## config.mk

```make
export PLATFORM = sky130hd
export DESIGN_NAME = uart_tx_mmio_ctrl_flat
export DESIGN_NICKNAME = d
export VERILOG_FILES = /design/src/rtl/uart_tx_mmio_ctrl_pkg.sv /design/src/rtl/uart_tx_mmio_ctrl_if.sv /design/src/rtl/uart_tx_mmio_ctrl_sync_fifo.sv /design/src/rtl/uart_tx_mmio_ctrl.sv /design/src/flat_wrapper.sv
export SDC_FILE = /design/constraint.sdc
export NUM_CORES = 1
export LEC_CHECK = 0
export CAP_MARGIN = 0
export CORE_UTILIZATION = 45
export DETAILED_ROUTE_END_ITERATION = 8
export PLACE_DENSITY = 0.64
export SYNTH_ARGS = -nofsm -noshare
export SYNTH_HDL_FRONTEND = slang
export SYNTH_SLANG_ARGS = --single-unit
```

## constraint.sdc

```tcl
create_clock -name clk_i -period 3.7 [get_ports clk_i]
set_input_delay 0.555 -clock clk_i [delete_from_list [all_inputs] [get_ports clk_i]]
set_output_delay 0.555 -clock clk_i [all_outputs]
set_load 0.02 [all_outputs]
```

## src/rtl/uart_tx_mmio_ctrl_pkg.sv

```systemverilog
// Shared types and constants for the memory-mapped UART transmit controller.
//   tx_state_t      : serializer FSM states
//   UART_*_OFS      : register byte offsets within the 16-byte peripheral window
//   CTRL_* / STAT_* : bit positions inside the CTRL and STATUS registers
package uart_tx_mmio_ctrl_pkg;

  typedef enum logic [1:0] {
    StIdle,
    StStart,
    StData,
    StStop
  } tx_state_t;

  localparam logic [3:0] UART_CTRL_OFS = 4'h0;
  localparam logic [3:0] UART_DATA_OFS = 4'h4;
  localparam logic [3:0] UART_STAT_OFS = 4'h8;

  localparam int unsigned CTRL_EN_BIT    = 0;
  localparam int unsigned CTRL_FLUSH_BIT = 1;

  localparam int unsigned STAT_EMPTY_BIT = 8;
  localparam int unsigned STAT_FULL_BIT  = 9;
  localparam int unsigned STAT_BUSY_BIT  = 10;
  localparam int unsigned STAT_OVF_BIT   = 11;

endpackage

```

## src/rtl/uart_tx_mmio_ctrl_if.sv

```systemverilog
// Core data-bus slice seen by the UART peripheral.
//   mem_addr       : byte address from the core
//   mem_write_en   : store strobe, one cycle per access
//   mem_write_data : store data
//   mem_read_en    : load strobe
//   mem_read_data  : load data, registered, valid the cycle after mem_read_en
// master = core side, slave = peripheral side.
interface uart_tx_mmio_ctrl_if #(
  parameter int unsigned XLEN = 32
) ();

  logic [XLEN-1:0] mem_addr;
  logic            mem_write_en;
  logic [XLEN-1:0] mem_write_data;
  logic            mem_read_en;
  logic [XLEN-1:0] mem_read_data;

  modport master (
    output mem_addr,
    output mem_write_en,
    output mem_write_data,
    output mem_read_en,
    input  mem_read_data
  );

  modport slave (
    input  mem_addr,
    input  mem_write_en,
    input  mem_write_data,
    input  mem_read_en,
    output mem_read_data
  );

endinterface

```

## src/rtl/uart_tx_mmio_ctrl_sync_fifo.sv

```systemverilog
// Single-clock FIFO with flush.
//   clk_i, reset_i : clock, synchronous active-high reset
//   push_i, data_i : write request and data (dropped when full unless popping)
//   pop_i, data_o  : read request, head-of-queue data (show-ahead)
//   flush_i        : empties the FIFO; a push in the same cycle is discarded
//   full_o, empty_o, count_o : occupancy status
module uart_tx_mmio_ctrl_sync_fifo #(
  parameter int unsigned WIDTH = 8,
  parameter int unsigned DEPTH = 16,
  localparam int unsigned PtrW = (DEPTH > 1) ? $clog2(DEPTH) : 1,
  localparam int unsigned CntW = $clog2(DEPTH) + 1
) (
  input  logic             clk_i,
  input  logic             reset_i,
  input  logic             push_i,
  input  logic [WIDTH-1:0] data_i,
  input  logic             pop_i,
  input  logic             flush_i,
  output logic [WIDTH-1:0] data_o,
  output logic             full_o,
  output logic             empty_o,
  output logic [CntW-1:0]  count_o
);

  logic [WIDTH-1:0] mem_q [DEPTH];
  logic [PtrW-1:0]  wr_ptr_q, rd_ptr_q;
  logic [CntW-1:0]  count_q;
  logic             do_push, do_pop;

  assign full_o  = (count_q == CntW'(DEPTH));
  assign empty_o = (count_q == '0);
  assign count_o = count_q;
  assign data_o  = mem_q[rd_ptr_q];

  // A full FIFO still accepts a push when a pop frees the slot in the same cycle.
  assign do_pop  = pop_i && !empty_o && !flush_i;
  assign do_push = push_i && !flush_i && (!full_o || do_pop);

  always_ff @(posedge clk_i) begin
    if (reset_i || flush_i) begin
      wr_ptr_q <= '0;
      rd_ptr_q <= '0;
      count_q  <= '0;
    end else begin
      if (do_push) wr_ptr_q <= wr_ptr_q + PtrW'(1);
      if (do_pop)  rd_ptr_q <= rd_ptr_q + PtrW'(1);
      case ({do_push, do_pop})
        2'b10:   count_q <= count_q + CntW'(1);
        2'b01:   count_q <= count_q - CntW'(1);
        default: count_q <= count_q;
      endcase
    end
  end

  // Storage needs no reset; occupancy is tracked by the pointers and count.
  always_ff @(posedge clk_i) begin
    if (do_push) mem_q[wr_ptr_q] <= data_i;
  end

endmodule

```

## src/rtl/uart_tx_mmio_ctrl.sv

```systemverilog
// Memory-mapped UART transmitter (8N1, LSB first) with a TX FIFO.
//   clk_i      : system clock
//   reset_i    : synchronous active-high reset
//   bus        : core data bus (slave modport)
//   tx_o       : UART serial output, idles high
//   tx_busy_o  : frame in progress, or enabled with data pending
// Registers (offset from BASE_ADDR):
//   0x0 CTRL   RW  bit0 tx_en, bit1 flush (self-clearing, reads 0)
//   0x4 DATA   WO  write pushes wdata[7:0]
//   0x8 STATUS RO  [7:0] count, [8] empty, [9] full, [10] busy, [11] overflow (W1C)
//   0xC reserved
module uart_tx_mmio_ctrl
  import uart_tx_mmio_ctrl_pkg::*;
#(
  parameter int unsigned     XLEN         = 32,
  parameter logic [XLEN-1:0] BASE_ADDR    = 32'hA000_0000,
  parameter int unsigned     FIFO_DEPTH   = 16,
  parameter int unsigned     CLKS_PER_BIT = 868
) (
  input  logic                clk_i,
  input  logic                reset_i,
  uart_tx_mmio_ctrl_if.slave  bus,
  output logic                tx_o,
  output logic                tx_busy_o
);

  localparam int unsigned CntW    = $clog2(FIFO_DEPTH) + 1;
  localparam int unsigned BitCntW = (CLKS_PER_BIT > 1) ? $clog2(CLKS_PER_BIT) : 1;

  // Address decode
  logic       sel;
  logic [3:0] ofs;
  logic       wr, rd;
  logic       ctrl_wr, data_wr, stat_wr;
  logic       flush, ovf_clr;

  assign sel = (bus.mem_addr[XLEN-1:4] == BASE_ADDR[XLEN-1:4]);
  assign ofs = {bus.mem_addr[3:2], 2'b00};
  assign wr  = sel && bus.mem_write_en;
  assign rd  = sel && bus.mem_read_en;

  assign ctrl_wr = wr && (ofs == UART_CTRL_OFS);
  assign data_wr = wr && (ofs == UART_DATA_OFS);
  assign stat_wr = wr && (ofs == UART_STAT_OFS);
  assign flush   = ctrl_wr && bus.mem_write_data[CTRL_FLUSH_BIT];
  assign ovf_clr = stat_wr && bus.mem_write_data[STAT_OVF_BIT];

  logic unused_bits;
  assign unused_bits = ^{bus.mem_addr[1:0], bus.mem_write_data};

  // TX FIFO
  logic            fifo_pop, fifo_full, fifo_empty;
  logic [7:0]      fifo_data;
  logic [CntW-1:0] fifo_count;

  uart_tx_mmio_ctrl_sync_fifo #(
    .WIDTH (8),
    .DEPTH (FIFO_DEPTH)
  ) u_fifo (
    .clk_i   (clk_i),
    .reset_i (reset_i),
    .push_i  (data_wr),
    .data_i  (bus.mem_write_data[7:0]),
    .pop_i   (fifo_pop),
    .flush_i (flush),
    .data_o  (fifo_data),
    .full_o  (fifo_full),
    .empty_o (fifo_empty),
    .count_o (fifo_count)
  );

  // Control / overflow registers
  logic tx_en_q;
  logic ovf_q;
  logic ovf_set;

  // Only a push that the FIFO cannot absorb counts as overflow.
  assign ovf_set = data_wr && fifo_full && !fifo_pop;

  always_ff @(posedge clk_i) begin
    if (reset_i) begin
      tx_en_q <= 1'b0;
      ovf_q   <= 1'b0;
    end else begin
      if (ctrl_wr) tx_en_q <= bus.mem_write_data[CTRL_EN_BIT];
      if (ovf_set)      ovf_q <= 1'b1;
      else if (ovf_clr) ovf_q <= 1'b0;
    end
  end

  // TX serializer
  tx_state_t          state_q;
  logic [BitCntW-1:0] bit_cnt_q;
  logic [2:0]         bit_idx_q;
  logic [7:0]         shreg_q;
  logic               tx_q;
  logic               bit_done;

  assign bit_done = (bit_cnt_q == BitCntW'(CLKS_PER_BIT - 1));

  // Pops happen from IDLE or at the last STOP cycle (back-to-back frames).
  // A pending flush suppresses the pop so no flushed byte ever starts a frame.
  assign fifo_pop = tx_en_q && !fifo_empty && !flush &&
                    ((state_q == StIdle) || ((state_q == StStop) && bit_done));

  always_ff @(posedge clk_i) begin
    if (reset_i) begin
      state_q   <= StIdle;
      bit_cnt_q <= '0;
      bit_idx_q <= '0;
      shreg_q   <= '0;
      tx_q      <= 1'b1;
    end else begin
      unique case (state_q)
        StIdle: begin
          bit_cnt_q <= '0;
          if (fifo_pop) begin
            shreg_q <= fifo_data;
            tx_q    <= 1'b0;
            state_q <= StStart;
          end
        end
        StStart: begin
          if (bit_done) begin
            bit_cnt_q <= '0;
            bit_idx_q <= '0;
            tx_q      <= shreg_q[0];
            state_q   <= StData;
          end else begin
            bit_cnt_q <= bit_cnt_q + BitCntW'(1);
          end
        end
        StData: begin
          if (bit_done) begin
            bit_cnt_q <= '0;
            if (bit_idx_q == 3'd7) begin
              tx_q    <= 1'b1;
              state_q <= StStop;
            end else begin
              // Shift right so the next bit to send is always at shreg_q[1].
              bit_idx_q <= bit_idx_q + 3'd1;
              shreg_q   <= shreg_q >> 1;
              tx_q      <= shreg_q[1];
            end
          end else begin
            bit_cnt_q <= bit_cnt_q + BitCntW'(1);
          end
        end
        StStop: begin
          if (bit_done) begin
            bit_cnt_q <= '0;
            if (fifo_pop) begin
              shreg_q <= fifo_data;
              tx_q    <= 1'b0;
              state_q <= StStart;
            end else begin
              state_q <= StIdle;
            end
          end else begin
            bit_cnt_q <= bit_cnt_q + BitCntW'(1);
          end
        end
        default: state_q <= StIdle;
      endcase
    end
  end

  assign tx_o      = tx_q;
  assign tx_busy_o = (state_q != StIdle) || (tx_en_q && !fifo_empty);

  // Read path: values are sampled before any same-cycle write takes effect.
  logic [XLEN-1:0] status;
  logic [XLEN-1:0] rdata_d, rdata_q;

  always_comb begin
    status                 = '0;
    status[7:0]            = 8'(fifo_count);
    status[STAT_EMPTY_BIT] = fifo_empty;
    status[STAT_FULL_BIT]  = fifo_full;
    status[STAT_BUSY_BIT]  = tx_busy_o;
    status[STAT_OVF_BIT]   = ovf_q;
  end

  always_comb begin
    rdata_d = '0;
    if (rd) begin
      case (ofs)
        UART_CTRL_OFS: rdata_d[CTRL_EN_BIT] = tx_en_q;
        UART_STAT_OFS: rdata_d = status;
        default:       rdata_d = '0;
      endcase
    end
  end

  always_ff @(posedge clk_i) begin
    if (reset_i) rdata_q <= '0;
    else         rdata_q <= rdata_d;
  end

  assign bus.mem_read_data = rdata_q;

endmodule

```

## src/flat_wrapper.sv

```systemverilog
// flat-port wrapper written by rule: the top's interface ports become plain ports
module uart_tx_mmio_ctrl_flat import uart_tx_mmio_ctrl_pkg::*;
#(
  parameter int unsigned     XLEN         = 32,
  parameter logic [XLEN-1:0] BASE_ADDR    = 32'hA000_0000,
  parameter int unsigned     FIFO_DEPTH   = 16,
  parameter int unsigned     CLKS_PER_BIT = 868
)
  (clk_i, reset_i, tx_o, tx_busy_o, bus_mem_addr, bus_mem_write_en, bus_mem_write_data, bus_mem_read_en, bus_mem_read_data);
  uart_tx_mmio_ctrl_if #(.XLEN(XLEN)) bus_i ();
  input  logic clk_i;
  input  logic reset_i;
  output logic tx_o;
  output logic tx_busy_o;
  input wire logic [$bits(bus_i.mem_addr)-1:0] bus_mem_addr;
  input wire logic [$bits(bus_i.mem_write_en)-1:0] bus_mem_write_en;
  input wire logic [$bits(bus_i.mem_write_data)-1:0] bus_mem_write_data;
  input wire logic [$bits(bus_i.mem_read_en)-1:0] bus_mem_read_en;
  output wire logic [$bits(bus_i.mem_read_data)-1:0] bus_mem_read_data;
  assign bus_i.mem_addr = bus_mem_addr;
  assign bus_i.mem_write_en = bus_mem_write_en;
  assign bus_i.mem_write_data = bus_mem_write_data;
  assign bus_i.mem_read_en = bus_mem_read_en;
  assign bus_mem_read_data = bus_i.mem_read_data;
  uart_tx_mmio_ctrl #(.XLEN(XLEN), .BASE_ADDR(BASE_ADDR), .FIFO_DEPTH(FIFO_DEPTH), .CLKS_PER_BIT(CLKS_PER_BIT)) u_core (.clk_i(clk_i), .reset_i(reset_i), .bus(bus_i), .tx_o(tx_o), .tx_busy_o(tx_busy_o));
endmodule
```

==> metrics, run 1 <==
gpl congestion=0.750; crit path DAT=around 3500 ps; CP cell instances=clkdlybuf4s50_1 -> nor4_2 -> nand4_1 -> or3_1 -> nand2_1 -> inv_2 -> ha_1 -> a21o_1 -> a21oi_1 -> nand2b_1 -> mux2i_1 -> o2111a_1; unrepaired setup endpoints after global routing=false; Worst Path Max Fanout=6; Core Area=between 0.015 and 0.02 mm²; Post-synth EDFFs=128; Yosys top cell by area=edfxtp_1; Lkg Pwr=roughly 3.1 nW; I/O pin total=102; Crit path buffers/inverters=2; FMAX=between 300 and 400 MHz; Async SR Flop Fraction=0%; Rows=47; most instantiated cells after synthesis=edfxtp_1 (128), dfxtp_1 (52), mux4_2 (39); Post-CTS Setup Bufs=0; PortBufs=53; CP Class=input port to flip-flop; Pins Over Slew Limit=0; Period minus WS final=around 3100 ps; Fillers=1352; relative max-transition margin=between 50% and 60%; initial core utilization=a little under half; Tot GR Track Use=between 10% and 20%; final instance area=slightly above 0.009 mm²; Hold-fix buffers, CTS=0; vias in the first global route=4475; MaxCap Viol Count=0; post-synth top area share=49.2%; crit-path max cell delay=about 440 ps; die width=roughly 130 µm; first-pass GRT wire length=24100 µm; Worst-Skew Late Latency=440 ps; grt ovf=0; largest family of logic cells by synthesized area=multiplexers; DRT iter0 DRCs=between 200 and 300; total wire length=approximately 15000 µm; NetSw=around 1 mW; clk root buf=clkbuf_16; count leader, synth=edfxtp_1; Flop pwr share=52.0%; clk_skew=about 17 ps; H-tree Lvls=4; worst min-delay path class=flip-flop to flip-flop; CP delay by family, top=simple AND/OR/NAND/NOR gates; clk sinks=180; register bit total from synthesis=180; adder-cell share of the synthesized area=about 2.8%; first drt pass iteration count=5; status=complete, no violations; Top FF cell, synth=edfxtp_1; Clk pwr share=42.1%; Avg Cell Area, Syn=roughly 15 µm²; Avg WL per Cell=18.3 µm; Inst Count DP=between 700 and 800; Worst Min Path Start=u_core.bit_cnt_q[0]; CTS tree=yes; Vias/cell=5.39; Fin. Hold Viols=0; Worst setup SP type=input port; CP Launch Point=bus_mem_addr[10]; synthesized instance count=520; remaining antenna violation count=0; CP endpoint kind=flip-flop; Pwr Density=456 mW/mm²; Pwr Total=roughly 4.2 mW; worst slew pin tran=between 600 and 700 ps; pre-CTS setup slack=~120 ps; setup violators final=0; post-route setup slack=roughly 560 ps; slowest CP cell=or3_1; XOR/XNOR share of the synthesized area=between 1 and 1.5%; HPWL Detailed=about 10000 µm; Worst Path Required=4020 ps; CTS Buf Count=17; Max Buffers Root-to-Sink=2; fraction of the mapped netlist area in simple logic gates=10.9%; initial antenna violation count=0; post-CTS resize count=0; synthesis-to-finish area growth=17.4%; vias=roughly 4400; Final Cycle Share=around 85%; Distinct cells, synth=63; largest net degree at the start of global routing=33; Worst VDD drop=~0.0004 V; Clock Pin Slew Worst Setup and Hold Paths=80 ps; Setup TNS=0 ps; cell internal pwr=between 3 and 4 mW; Die Area=between 0.015 and 0.02 mm²; Die Y-Extent=about 130 µm; top cells by area, synth=edfxtp_1 (49%), dfxtp_1 (13%), mux4_2 (11%); Nets=slightly below 700; Post-Layout Cell Count=824; share of post-route cells with drive strength above 1=a little under a fifth; complex-gate fraction of the synthesized area=between 5 and 6%; Synth Cell Area=~0.0078 mm²; Reg2Reg Setup Slack=570 ps; RR Startpoint=u_core.bit_cnt_q[0]; number of remaining DRC errors=0; part of the power in combinational logic=a little under 6%; Net Sw Frac=~24%; n_diodes=0; post-synthesis mux area share=13.1%; placed instance area=0.00858 mm²; Yosys warnings=0; Seq/Total Area, Yosys=62.6%
==> registers in the layout, summed over array words and instances, names as in the netlist, named ones only <==
register / count
u_core.bit_cnt_q: 10
u_core.bit_idx_q: 3
u_core.bus.mem_read_data: 9
u_core.ovf_q: 1
u_core.shreg_q: 8
u_core.state_q: 2
u_core.tx_en_q: 1
u_core.tx_o: 1
u_core.u_fifo.count_o: 5
u_core.u_fifo.mem_q: 128
u_core.u_fifo.rd_ptr_q: 4
u_core.u_fifo.wr_ptr_q: 4
==> worst reg2reg max path: cells and delay by family (launching register included) <==
| kind | cells | cell delay (ps) |
|---|---|---|
| and+or+nand+nor | 6 | 1360 |
| adders and majority gates | 2 | 750 |
| AOI/OAI and AO/OA | 4 | 480 |
| DFF | 1 | 360 |
| buffers and inverters | 1 | 70 |
==> layout make-up <==
class,instances,area (µm²),area share [%]
Clock buffer,17,425,4.64
Clock inverter,15,159,1.73
Inverter,12,45.0,0.491
Multi-Input combinational cell,308,2690,29.4
Sequential cell,180,4890,53.3
Tap cell,220,275,3.00
Timing Repair Buffer,72,686,7.48
==> kinds of logic after synthesis <==
kind of cell,after synthesis
AOI/OAI and AO/OA,56
muxes,53
xor gates and xnor gates,12
adders and majority gates,17
other,1
DFF,180
and+or+nand+nor,147
buffers and inverters,54
==> layout by cell type, fill, tap and decap left out, types with 3 or more instances in the layout <==
cell type | synthesis | layout
a22oi_1 | 4 | 4
and2_1 | 7 | 7
mux2i_1 | 12 | 12
nor3_1 | 5 | 5
clkbuf_16 | 0 | 17
ha_1 | 16 | 16
and3_1 | 22 | 22
nor2b_1 | 5 | 5
o31ai_1 | 3 | 3
nand4_1 | 7 | 7
nor4_1 | 3 | 3
edfxtp_1 | 128 | 128
and4_1 | 4 | 4
inv_1 | 10 | 10
dfxtp_1 | 52 | 51
mux4_2 | 39 | 39
buf_4 | 24 | 18
o22ai_1 | 6 | 6
conb_1 | 1 | 23
clkdlybuf4s50_1 | 0 | 53
nand2_1 | 30 | 30
inv_8 | 0 | 6
o21ai_0 | 13 | 13
nor4_2 | 3 | 3
clkinv_8 | 0 | 3
xor2_1 | 7 | 7
a21o_1 | 5 | 5
xnor2_1 | 5 | 5
nor2_1 | 28 | 28
a21oi_1 | 10 | 10
or3_1 | 4 | 4
nand3_1 | 13 | 13
==> per-layer routing <==
| layer | global-route usage, % | wire, µm | vias up |
|---|---|---|---|
| met5 | 0 | 0 | - |
| met4 | 6.63 | 189 | 0 |
| met3 | 3.88 | 740 | 14 |
| met2 | 29.9 | 7460 | 123 |
| met1 | 23.6 | 6710 | 2205 |
| li1 | - | - | 2100 |
==> path summary, 6_finish.rpt <==
| check | cells after the start | endpoint |
|---|---|---|
| hold reg to reg | 1 | u_core.bit_cnt_q[0] |
| setup reg to reg | 13 | u_core.u_fifo.count_o[4] |
| setup / recovery | 12 | u_core.u_fifo.count_o[4] |
| hold / removal | 1 | u_core.bit_cnt_q[0] |
==> power groups by stage <==
stage / clock [mW] / sequential [mW] / combinational [mW]
final: 1.76 / 2.17 / 0.247
after global routing: 1.86 / 2.17 / 0.269
after global placement: 0 / 2.22 / 0.238
after CTS: 1.79 / 2.17 / 0.248
after floorplan: 0 / 2.22 / 0.150
after detailed placement: 0 / 2.22 / 0.247
==> per-stage QoR <==
stage / utilization [%] / hold slack [ps]
floorplan: - / 413
global placement: 51.2 / 426
detailed placement: 51.2 / 434
CTS: 54.7 / 451
global route: 54.7 / 464
finish: 54.7 / 448
Note: power is estimated with default switching activity, not from simulation.
==> inputs of run 2 (changes only) <==
==> constraint.sdc (replaced) <==
create_clock -name clk_i -period 2.9 [get_ports clk_i]
set_input_delay 0.435 -clock clk_i [delete_from_list [all_inputs] [get_ports clk_i]]
set_output_delay 0.435 -clock clk_i [all_outputs]
set_load 0.02 [all_outputs]
==> metrics, run 2 (synthesis gave the netlist of run 1 again) <==
PortBufs=53 (unchanged); first-pass GRT wire length=25100 µm (+4.1%); Worst VDD drop=0.000510 V (+30%); FMAX=roughly 360 MHz; CP Class=flip-flop to flip-flop; Die Y-Extent=134 µm (unchanged); number of remaining DRC errors=0 (unchanged); hold path depth=2 (+1); share of post-route cells with drive strength above 1=24.3% (+6.1 points); pre-CTS setup slack=-412 ps (-533 ps); Worst setup SP type=flip-flop; total wire length=15900 µm (+5.3%); Avg WL per Cell=18.6 µm (+1.6%); Vias/cell=5.44 (+0.83%); Tot GR Track Use=18.9% (+0.80 points); gpl congestion=0.775 (+3.4%); clk root buf=clkbuf_16; worst min-delay path class=flip-flop to flip-flop; initial core utilization=46.6% (unchanged); crit path DAT=3100 ps (-360 ps); Top reg by flops=u_core.u_fifo.mem_q; most common cell after layout, fill and taps aside=edfxtp_1; setup violators final=0 (unchanged); Post-Layout Cell Count=854 (+3.6%); status=complete, no violations; H-tree Lvls=4 (unchanged); Nets=706 (+4.4%); Clock Pin Slew Worst Setup and Hold Paths=70 ps (about the same); CTS tree=yes; vias=4642 (+4.5%); Fin. Hold Viols=0 (unchanged); Fillers=1292 (-4.4%); HPWL Detailed=11100 µm (+6.0%); Worst Path Required=3220 ps (-800 ps); Core Area=0.0168 mm² (unchanged); vias in the first global route=4630 (+3.5%); post-layout utilization of the core=58.0% (+3.3 points); most frequent cells in the layout=edfxtp_1 (128), clkdlybuf4s50_1 (52), dfxtp_1 (48), mux4_2 (39), buf_4 (31); synthesis-to-finish area growth=24.5%; Die Area=0.0179 mm² (unchanged); clk sinks=180 (unchanged); Pwr Total=5.46 mW (+31%); clk_skew=12.8 ps (-4.55 ps); MaxCap Viol Count=0 (unchanged); largest net degree at the start of global routing=21 (-36%); CP endpoint kind=flip-flop; Pwr Density=562 mW/mm² (+23%); n_diodes=0 (unchanged); initial antenna violation count=0 (unchanged); remaining antenna violation count=0 (unchanged); Max Buffers Root-to-Sink=2 (unchanged); Final Cycle Share=about 96%; relative max-transition margin=52.1% (-3.7 points); worst slew pin tran=717 ps (+54.6 ps); I/O pin total=102 (unchanged); max reg flops=128 (unchanged); Worst-Skew Late Latency=440 ps (about the same); post-route setup slack=120 ps (-445 ps); Worst Path Max Fanout=3 (-3); DRT iter0 DRCs=380 (+42%); Pins Over Slew Limit=0 (unchanged); CTS Buf Count=17 (unchanged); die width=134 µm (unchanged); first drt pass iteration count=5 (unchanged); Lkg Pwr=3.37 nW (+8.0%); Rows=47 (unchanged); Period minus WS final=between 2000 and 3000 ps; grt ovf=0 (unchanged); Inst Count DP=819 (+3.4%); cells on worst reg2reg path=13 (unchanged)
-- run 2: worst max-delay path, cell delays in order, from the launching register on --
cell and delay (ps):
dfxtp_2 330, ha_2 180, nor3b_4 190, and4_4 290
a21oi_4 90, nor3_4 210, nand2_2 110, fa_2 400
inv_1 60, a21o_1 110, a21oi_1 80, nand2b_1 160
or3_1 320, o2111a_1 150
-- run 2: layer usage --
metal / routed length [µm] / vias up / global-route usage, %
met5: 0 / - / 0
met1: 6920 / 2338 / 24.9
met2: 8020 / 121 / 31.4
li1: - / 2169 / -
met3: 790 / 14 / 4.07
met4: 175 / 0 / 5.68
-- run 2: through the flow --
stage | TNS (ps) | hold slack [ps] | area [µm²]
6_report | 0 | 460 | 9720
5_1_grt | -10.5 | 489 | 9720
4_1_cts | 0 | 464 | 9640
3_5_place_dp | -11190 | 455 | 9000
3_3_place_gp | -817 | 429 | 9000
2_1_floorplan | 0 | 413 | 7900
-- run 2: final timing paths --
path | startpoint | endpoint | slack (ps)
worst max-delay path | u_core.bit_cnt_q[0] | u_core.u_fifo.count_o[4] | 120
worst min-delay path | u_core.shreg_q[6] | u_core.shreg_q[6] | 460
worst max register to register | u_core.bit_cnt_q[0] | u_core.u_fifo.count_o[4] | 120
worst min register to register | u_core.shreg_q[6] | u_core.shreg_q[6] | 460
-- run 2: repair_timing --
| item | CTS | global route |
|---|---|---|
| hold buffers | 0 | 0 |
| setup buffers | 0 | 3 |
| endpoints found under the setup margin | 1 | 3 |
| pin swaps | 0 | 4 |
| resized for setup | 4 | 14 |
-- run 2: cell type report --
class | count | area [µm²] | area share (%)
multi-input combinational | 308 | 2760 | 28.4
tap | 220 | 275 | 2.83
inverter | 12 | 45.0 | 0.463
timing repair buffer | 102 | 1130 | 11.6
clock buffer | 17 | 425 | 4.38
clock inverter | 15 | 196 | 2.02
sequential | 180 | 4890 | 50.3
-- run 2: power by group --
| part | switching [mW] | leakage, nW | internal [mW] | total [mW] |
|---|---|---|---|---|
| registers | 0.0117 | 1.57 | 2.76 | 2.77 |
| logic | 0.196 | 1.49 | 0.135 | 0.331 |
| clock network | 1.10 | 0.304 | 1.25 | 2.36 |
| total | 1.31 | 3.37 | 4.15 | 5.46 |
==> inputs of run 3 (changes only) <==
--- a/config.mk
+++ b/config.mk
@@ -7,6 +7,7 @@
 export LEC_CHECK = 0
 export CAP_MARGIN = 0
 export CORE_UTILIZATION = 45
+export CTS_CLUSTER_SIZE = 10
 export DETAILED_ROUTE_END_ITERATION = 8
 export PLACE_DENSITY = 0.64
 export SYNTH_ARGS = -nofsm -noshare
==> constraint.sdc (replaced) <==
create_clock -name clk_i -period 2.7 [get_ports clk_i]
set_input_delay 0.405 -clock clk_i [delete_from_list [all_inputs] [get_ports clk_i]]
set_output_delay 0.405 -clock clk_i [all_outputs]
set_load 0.02 [all_outputs]
==> metrics, run 3 (synthesis gave the netlist of run 1 again) <==
status=complete, no violations; Worst setup SP type=input port; area of the multi-input gates=0.00280 mm² (+1.4%); CP cell instances=clkdlybuf4s50_1 -> nor4_4 -> and4_1 -> and4_4 -> nor3_4 -> nand2_4 -> fa_2 -> inv_2 -> a21o_1 -> a21oi_2 -> nand2b_4 -> or3_1 -> o2111a_1; grt ovf=0 (unchanged); most frequent cells in the layout=edfxtp_1 (128), clkdlybuf4s50_1 (50), dfxtp_1 (46), buf_4 (42), mux4_2 (39); Top reg by flops=u_core.u_fifo.mem_q; setup violators final=0 (unchanged); synthesis-to-finish area growth=25.2%; unrepaired setup endpoints after global routing=true; FMAX=~380 MHz; Fin Hold WS=461 ps (+1.87 ps); largest net degree at the start of global routing=33 (+57%); CTS Buf Count=17 (unchanged); Worst VDD drop=0.000525 V (+3.1%); crit path DAT=2940 ps (-160 ps); worst min-delay path class=flip-flop to flip-flop; Rows=47 (unchanged); Worst Path Max Fanout=2 (-1); Worst Path Required=3020 ps (-200 ps); Lkg Pwr=3.38 nW (+0.53%); Fillers=1282 (-0.77%); Max Buffers Root-to-Sink=2 (unchanged); gpl congestion=0.785 (+1.3%); first drt pass iteration count=4 (-1); Period minus WS final=around 2600 ps; Nets=717 (+1.6%); relative max-transition margin=58.6% (+6.5 points); vias in the first global route=4668 (+0.82%); PortBufs=53 (unchanged); Clock Pin Slew Worst Setup and Hold Paths=60 ps (about the same); crit-path max cell delay=540 ps (+140 ps); Fin. Hold Viols=0 (unchanged); Flop pwr share=52.9% (+2.1 points); vias=4660 (+0.39%); NetSw=1.32 mW (+0.27%); most common cell after layout, fill and taps aside=edfxtp_1; number of remaining DRC errors=0 (unchanged); initial antenna violation count=0 (unchanged); n_diodes=0 (unchanged); Tot GR Track Use=18.9% (about the same); initial core utilization=46.6% (unchanged); worst slew pin tran=619 ps (-98.2 ps); Crit path buffers/inverters=2 (+1); DRT iter0 DRCs=245 (-36%); remaining antenna violation count=0 (unchanged); pre-CTS setup slack=-492 ps (-79.3 ps); Worst-Skew Late Latency=430 ps (about the same); Pwr Density=576 mW/mm² (+2.6%); clk root buf=clkbuf_16; clk sinks=180 (unchanged); clk_skew=9.01 ps (-3.76 ps); Register Area=0.00489 mm² (about the same); Avg WL per Cell=18.5 µm (-0.53%); MaxCap Viol Count=0 (unchanged); Die Y-Extent=134 µm (unchanged); slowest CP cell=clkdlybuf4s50_1; cell internal pwr=4.32 mW (+4.1%); H-tree Lvls=4 (unchanged); part of the power in combinational logic=6.5% (+0.4 points); CP endpoint kind=flip-flop; Net Sw Frac=23.4% (-0.67 points); Die Area=0.0179 mm² (unchanged); Pins Over Slew Limit=0 (unchanged); share of post-route cells with drive strength above 1=25.9% (+1.6 points); I/O pin total=102 (unchanged); Final Cycle Share=between 90% and 100%; CTS tree=yes; first-pass GRT wire length=25200 µm (+0.42%); CP delay by family, top=simple AND/OR/NAND/NOR gates; Vias/cell=5.39 (-0.77%); die width=134 µm (unchanged); HPWL Detailed=11300 µm (+1.6%); post-route setup slack=79.6 ps (-39.9 ps); total wire length=16000 µm (+0.63%); max reg flops=128 (unchanged); Clk pwr share=40.6% (-2.6 points); Core Area=0.0168 mm² (unchanged); Pwr Total=5.63 mW (+3.2%); CP Class=input port to flip-flop
==> run 3: cell count changes in the layout (fill, tap and decap cells not counted), moves of 3 or more <==
cell	change
buf_4	+11
clkinv_8	-3
clkinvlp_4	+3
nor4_2	-3
==> run 3: path summary, 6_finish.rpt <==
check,startpoint,to,slack (ps),cells past startpoint
worst min-delay path,u_core.ovf_q,u_core.bus.mem_read_data[11],460,1
worst max register to register,u_core.bit_cnt_q[5],u_core.u_fifo.count_o[4],100,12
worst min register to register,u_core.ovf_q,u_core.bus.mem_read_data[11],460,1
worst max-delay path,bus_mem_addr[19],u_core.u_fifo.count_o[4],80,13
==> run 3: area by class of cell <==
| cell class | instances | share of cell area [%] |
|---|---|---|
| tap | 220 | 2.82 |
| multi-input combinational | 308 | 28.7 |
| clock buffer | 18 | 4.39 |
| timing repair buffer | 113 | 12.4 |
| inverter | 12 | 0.486 |
| clock inverter | 13 | 1.22 |
| sequential | 180 | 50.1 |
==> run 3: power groups by stage <==
stage	sequential (mW)	combinational (mW)	clock [mW]
after floorplan	3.04	0.212	0
after global placement	3.04	0.350	0
after detailed placement	3.04	0.360	0
after CTS	2.98	0.359	2.34
after global routing	2.98	0.398	2.44
final	2.98	0.365	2.29
==> run 3: stage by stage <==
step | utilization (%) | setup TNS [ps] | std cells | instance area, µm²
after floorplan | - | -3.14 | 542 | 7960
final | 58.3 | 0 | 864 | 9770
after CTS | 57.9 | 0 | 859 | 9700
after detailed placement | 54.5 | -25270 | 828 | 9140
after global placement | 54.5 | -22120 | 828 | 9140
after global routing | 58.3 | -36.8 | 864 | 9770
==> run 3: repair_timing <==
action                                  in CTS  in global routing
hold buffers                                 0                  0
setup buffers                                0                  5
pin swaps                                    2                 11
gates resized for setup                      5                  9
endpoints found under the setup margin       2                  1
==> run 3: worst reg2reg max path, stage by stage, from the launching register on <==
cell and delay (ps):
dfxtp_2 350, nor4bb_4 310, and4_4 280, a21oi_4 60, nor3_4 160, nand2_4 110
fa_2 410, inv_2 60, a21o_1 110, a21oi_2 60, nand2b_4 130, or3_1 310
o2111a_1 130
==> run 3: metal layers <==
metal / vias to the layer above / GRT usage [%] / part of all wire [%]
met4: 0 / 6.69 / 1.5
met1: 2365 / 24.4 / 44
met2: 87 / 31.5 / 51
met5: - / 0 / 0
li1: 2186 / - / -
met3: 22 / 4.03 / 3.2
==> variant 1, RTL diff (config.mk and constraints of run 1) <==
The 4 states of `tx_state_t` get a one-hot encoding in 4 bits.
--- a/src/rtl/uart_tx_mmio_ctrl_pkg.sv
+++ b/src/rtl/uart_tx_mmio_ctrl_pkg.sv
@@ -5,9 +5,9 @@
 package uart_tx_mmio_ctrl_pkg;
 
-  typedef enum logic [1:0] {
-    StIdle,
-    StStart,
-    StData,
-    StStop
+  typedef enum logic [3:0] {
+    StIdle  = 4'b0001,
+    StStart = 4'b0010,
+    StData  = 4'b0100,
+    StStop  = 4'b1000
   } tx_state_t;
 
Check against the original RTL: same outputs for any inputs over 10 cycles, from zero or initial values and one cycle with reset_i high; not proved beyond that.
==> variant 1 against run 1 <==
- clock skew fell by 6.1 ps
- critical path type is now reg -> reg
- global-route usage increased by 0.97 points
- cell count is 6.1% higher
- worst setup slack got worse by 110 ps
- final area is 1.9% higher
- sequential cell count rose by 2
- worst hold slack improved by 20 ps
- wire length up 3.5%
- area after synthesis rose by 1.9%
- non-clock buffer count rose by 11
- count of clock-buffer cells in the layout rose by 1
- first-iteration DRC count increased by 17%
Power is not compared: it rests on default switching activity, and its combinational part moved more than twofold at a synthesized area within 25%.
==> variant 1: results (changes against run 1) <==
status=completed (unchanged); clk_skew=11.2 ps (was 17.3 ps); CP Max Fanout=5 (was 6); mean post-synth cell area=14.2 um^2 (was 15.0 um^2); nets=716 (was 676); 1st-pass router iterations=6 (was 5); worst-path cell with the longest stage delay=dfxtp_1 (was or3_1); number of global-route vias before repair=4774 (was 4475); actual slew at the worst max-slew pin=1040 ps (was 662 ps); share of layout cells above drive strength 1=0.174 (was 0.182); fillers=1404 (was 1352); CP arrival=3590 ps (was 3460 ps); Min Hold Slack=467 ps (was 448 ps); Hold Path Sink=u_core.bus.mem_read_data[11]$_SDFF_PP0_ (was u_core.bit_cnt_q[0]$_SDFF_PP0_); gp weighted congestion=0.764 (was 0.750); Netlist cell types=68 (was 63); FF-to-FF setup slack=460 ps (was 570 ps); R2R depth=12 (was 13); sequential share of the synthesized area=0.619 (was 0.626); Via density=5.40 (was 5.39); Setup WS pre-CTS=105 ps (was 120 ps); max incr delay on CP=370 ps (was 440 ps); Routed wire per std cell=17.9 um (was 18.3 um); met3 wire len=508 um (was 740 um); M1 wire length=6760 um (was 6710 um); largest net degree at the start of global routing=34 (was 33)
-- variant 1: per-stage QoR --
step / cell area, um^2 / utilization
2_1_floorplan: 8040 / -
3_3_place_gp: 8760 / 0.506
3_5_place_dp: 8760 / 0.506
4_1_cts: 9340 / 0.540
5_1_grt: 9340 / 0.540
6_report: 9340 / 0.540
-- variant 1: layer usage --
| layer | up-vias | GRT usage |
|---|---|---|
| li1 | 2264 | - |
| met1 | 2333 | 0.237 |
| met2 | 101 | 0.325 |
| met3 | 18 | 0.0473 |
| met4 | 0 | 0.0649 |
| met5 | - | 0 |
-- variant 1: logic make-up (layout without fill, tap and decap cells) --
kind of cell             after synthesis  in the layout  share of synthesized area
AO/OA/AOI/OAI                         90             90                     0.0766
XOR/XNOR                               9              9                    0.00991
multiplexers                          55             55                      0.120
AND/OR/NAND/NOR                      160            160                      0.113
other                                  1             23                   0.000471
buffers and inverters                 53            118                     0.0417
adder cells (fa/ha/maj)               12             12                     0.0198
flip-flops                           182            182                      0.619
-- variant 1: layout make-up --
class,instances,area share
flip-flops and latches,182,0.527
multi-input cells,349,0.298
repair buffers,83,0.0809
inverters,3,0.00121
well taps,225,0.0301
clock buffers,18,0.0459
clock inverters,14,0.0167
-- variant 1: power by group --
part | internal [uW] | switching [uW] | leakage (uW) | total [uW]
clock network | 960 | 820 | 0.000288 | 1780
registers | 2170 | 0.0000000770 | 0.00159 | 2170
logic | 43.2 | 58.5 | 0.00125 | 102
-- variant 1: worst max path at each step --
stage / start / to / slack (ps) / cells after the start
2_1_floorplan: bus_mem_addr[13] / u_core.u_fifo.count_o[4]$_SDFFE_PP0P_ / 460 / 11
3_3_place_gp: bus_mem_addr[13] / u_core.u_fifo.count_o[4]$_SDFFE_PP0P_ / 160 / 12
3_5_place_dp: bus_mem_addr[13] / u_core.u_fifo.count_o[4]$_SDFFE_PP0P_ / 110 / 12
4_1_cts: u_core.bit_cnt_q[0]$_SDFFE_PP0P_ / u_core.u_fifo.count_o[4]$_SDFFE_PP0P_ / 430 / 12
5_1_grt: u_core.bit_cnt_q[0]$_SDFFE_PP0P_ / u_core.u_fifo.count_o[4]$_SDFFE_PP0P_ / 230 / 12
6_report: u_core.bit_cnt_q[0]$_SDFFE_PP0P_ / u_core.u_fifo.count_o[4]$_SDFFE_PP0P_ / 460 / 12
==> variant 2, RTL diff (config.mk and constraints of run 1) <==
Made on the original files. `FIFO_DEPTH` is set to 16 in 2 places; all go to 8.
--- a/src/rtl/uart_tx_mmio_ctrl.sv
+++ b/src/rtl/uart_tx_mmio_ctrl.sv
@@ -15,5 +15,5 @@
   parameter int unsigned     XLEN         = 32,
   parameter logic [XLEN-1:0] BASE_ADDR    = 32'hA000_0000,
-  parameter int unsigned     FIFO_DEPTH   = 16,
+  parameter int unsigned     FIFO_DEPTH   = 8,
   parameter int unsigned     CLKS_PER_BIT = 868
 ) (
--- a/src/flat_wrapper.sv
+++ b/src/flat_wrapper.sv
@@ -4,5 +4,5 @@
   parameter int unsigned     XLEN         = 32,
   parameter logic [XLEN-1:0] BASE_ADDR    = 32'hA000_0000,
-  parameter int unsigned     FIFO_DEPTH   = 16,
+  parameter int unsigned     FIFO_DEPTH   = 8,
   parameter int unsigned     CLKS_PER_BIT = 868
 )
Behaviour: not the same (a bounded check fails within 10 cycles, from zero or initial values and one cycle with reset_i high).
==> variant 2 against run 1 <==
- combinational power is 64% lower
- via count is 31% lower
- total power is 49% lower
- sequential power is 40% lower
- worst setup slack better by 3.9 ps
- sequential cell count is 69 lower
- wire length is 41% lower
- die area is 36% lower
- final area is 37% lower
- global-route usage is 0.76 points lower
- non-clock buffer count is 7 lower
- register-to-register slack better by 220 ps
- area after synthesis is 37% lower
- critical endpoint is now u_core.u_fifo.count_o[3]$_SDFFE_PP0P_
==> variant 2: results (changes against run 1) <==
status=completed (unchanged); CP arrival=3450 ps (was 3460 ps); met3 Usage GRT=0.0450 (was 0.0388); gp weighted congestion=0.823 (was 0.750); fillers=858 (was 1352); share of layout cells above drive strength 1=0.116 (was 0.182); Min Hold Slack=466 ps (was 448 ps); GR Util met2=0.288 (was 0.299); M1 wire length=3940 um (was 6710 um); number of clock sinks=111 (was 180); post-synthesis compound-gate area fraction=0.0585 (was 0.0516); CTS Buf Count=9 (was 17); metal2 WL=4450 um (was 7460 um); clk_skew=11.7 ps (was 17.3 ps); Final Non-Filler Cells=593 (was 824); area of the multi-input gates=0.00190 mm^2 (was 0.00269 mm^2); FF-to-FF setup slack=790 ps (was 570 ps); Via density=5.19 (was 5.39); first-pass GRT wire length=14800 um (was 24100 um); Netlist cell types=54 (was 63); CP Max Fanout=5 (was 6); reg-to-reg endpoint=u_core.u_fifo.count_o[3]$_SDFFE_PP0P_ (was u_core.u_fifo.count_o[4]$_SDFFE_PP0P_); nets=533 (was 676); Post-synth EDFFs=64 (was 128); Placed Instances=577 (was 792); number of non-clock buffers=65 (was 72); fraction of area in registers=0.494 (was 0.533); Logic pwr share=0.042 (was 0.059); Cell Area, Placed=0.00558 mm^2 (was 0.00858 mm^2); root buf cell=clkbuf_8 (was clkbuf_16); final WL=8890 um (was 15100 um); Buffers on Ports=52 (was 53); P&R area growth vs syn=17.1% (was 17.4%); met3 wire len=362 um (was 740 um); sequential share of the synthesized area=0.579 (was 0.626); initial drt markers=137 (was 268); worst-path cell with the longest stage delay=or4_1 (was or3_1); actual slew at the worst max-slew pin=825 ps (was 662 ps); Setup WS pre-CTS=167 ps (was 120 ps); post-detail-place hpwl=6200 um (was 10500 um); clk slew on worst S/H paths=100 ps (was 80 ps); max incr delay on CP=580 ps (was 440 ps); total power=2150 uW (was 4180 uW); Post-synth top cells=64 x edfxtp_1, 47 x dfxtp_1, 42 x nor2_1 (was 128 x edfxtp_1, 52 x dfxtp_1, 39 x mux4_2); met1 usage=0.215 (was 0.236); Multi-Input Combinational=256 (was 308); XOR/XNOR Fraction of Synth Area=0.0230 (was 0.0135); maximum vdd drop=0.318 mV (was 0.392 mV); nonclk inv count=9 (was 12); Leak=0.00193 uW (was 0.00312 uW); GR Util All Layers=0.173 (was 0.181); Clock power frac=0.353 (was 0.421); mux cell area share after synthesis=0.118 (was 0.131); worst skew pair latency=380 ps (was 440 ps); R2R depth=12 (was 13); design area=0.00579 mm^2 (was 0.00917 mm^2); Synth area leaders=edfxtp_1 39%, dfxtp_1 19%, mux4_2 7.3%, mux2i_1 3.8%, buf_4 3.8% (was edfxtp_1 49%, dfxtp_1 13%, mux4_2 11%, ha_1 2.6%, buf_4 2.3%)
variant 2: changes by cell type after synthesis, sizes merged, moves of 8 or more:
| cell | run 1 | this run |
|---|---|---|
| edfxtp | 128 | 64 |
| mux4 | 39 | 16 |
| and3 | 22 | 5 |
| nor2 | 30 | 42 |
| mux2i | 12 | 20 |
| nand2 | 30 | 22 |
variant 2: how the worst max path moves through the flow:
stage                                 from                                     to  slack [ps]  cells after the start
final                     bus_mem_addr[27]  u_core.u_fifo.count_o[3]$_SDFFE_PP0P_         570                     12
after global placement    bus_mem_addr[27]  u_core.u_fifo.count_o[3]$_SDFFE_PP0P_         240                     12
after CTS                 bus_mem_addr[27]  u_core.u_fifo.count_o[3]$_SDFFE_PP0P_         570                     12
after global routing      bus_mem_addr[27]  u_core.u_fifo.count_o[3]$_SDFFE_PP0P_         360                     12
after floorplan           bus_mem_addr[13]  u_core.u_fifo.count_o[3]$_SDFFE_PP0P_         690                     11
after detailed placement  bus_mem_addr[27]  u_core.u_fifo.count_o[3]$_SDFFE_PP0P_         170                     12
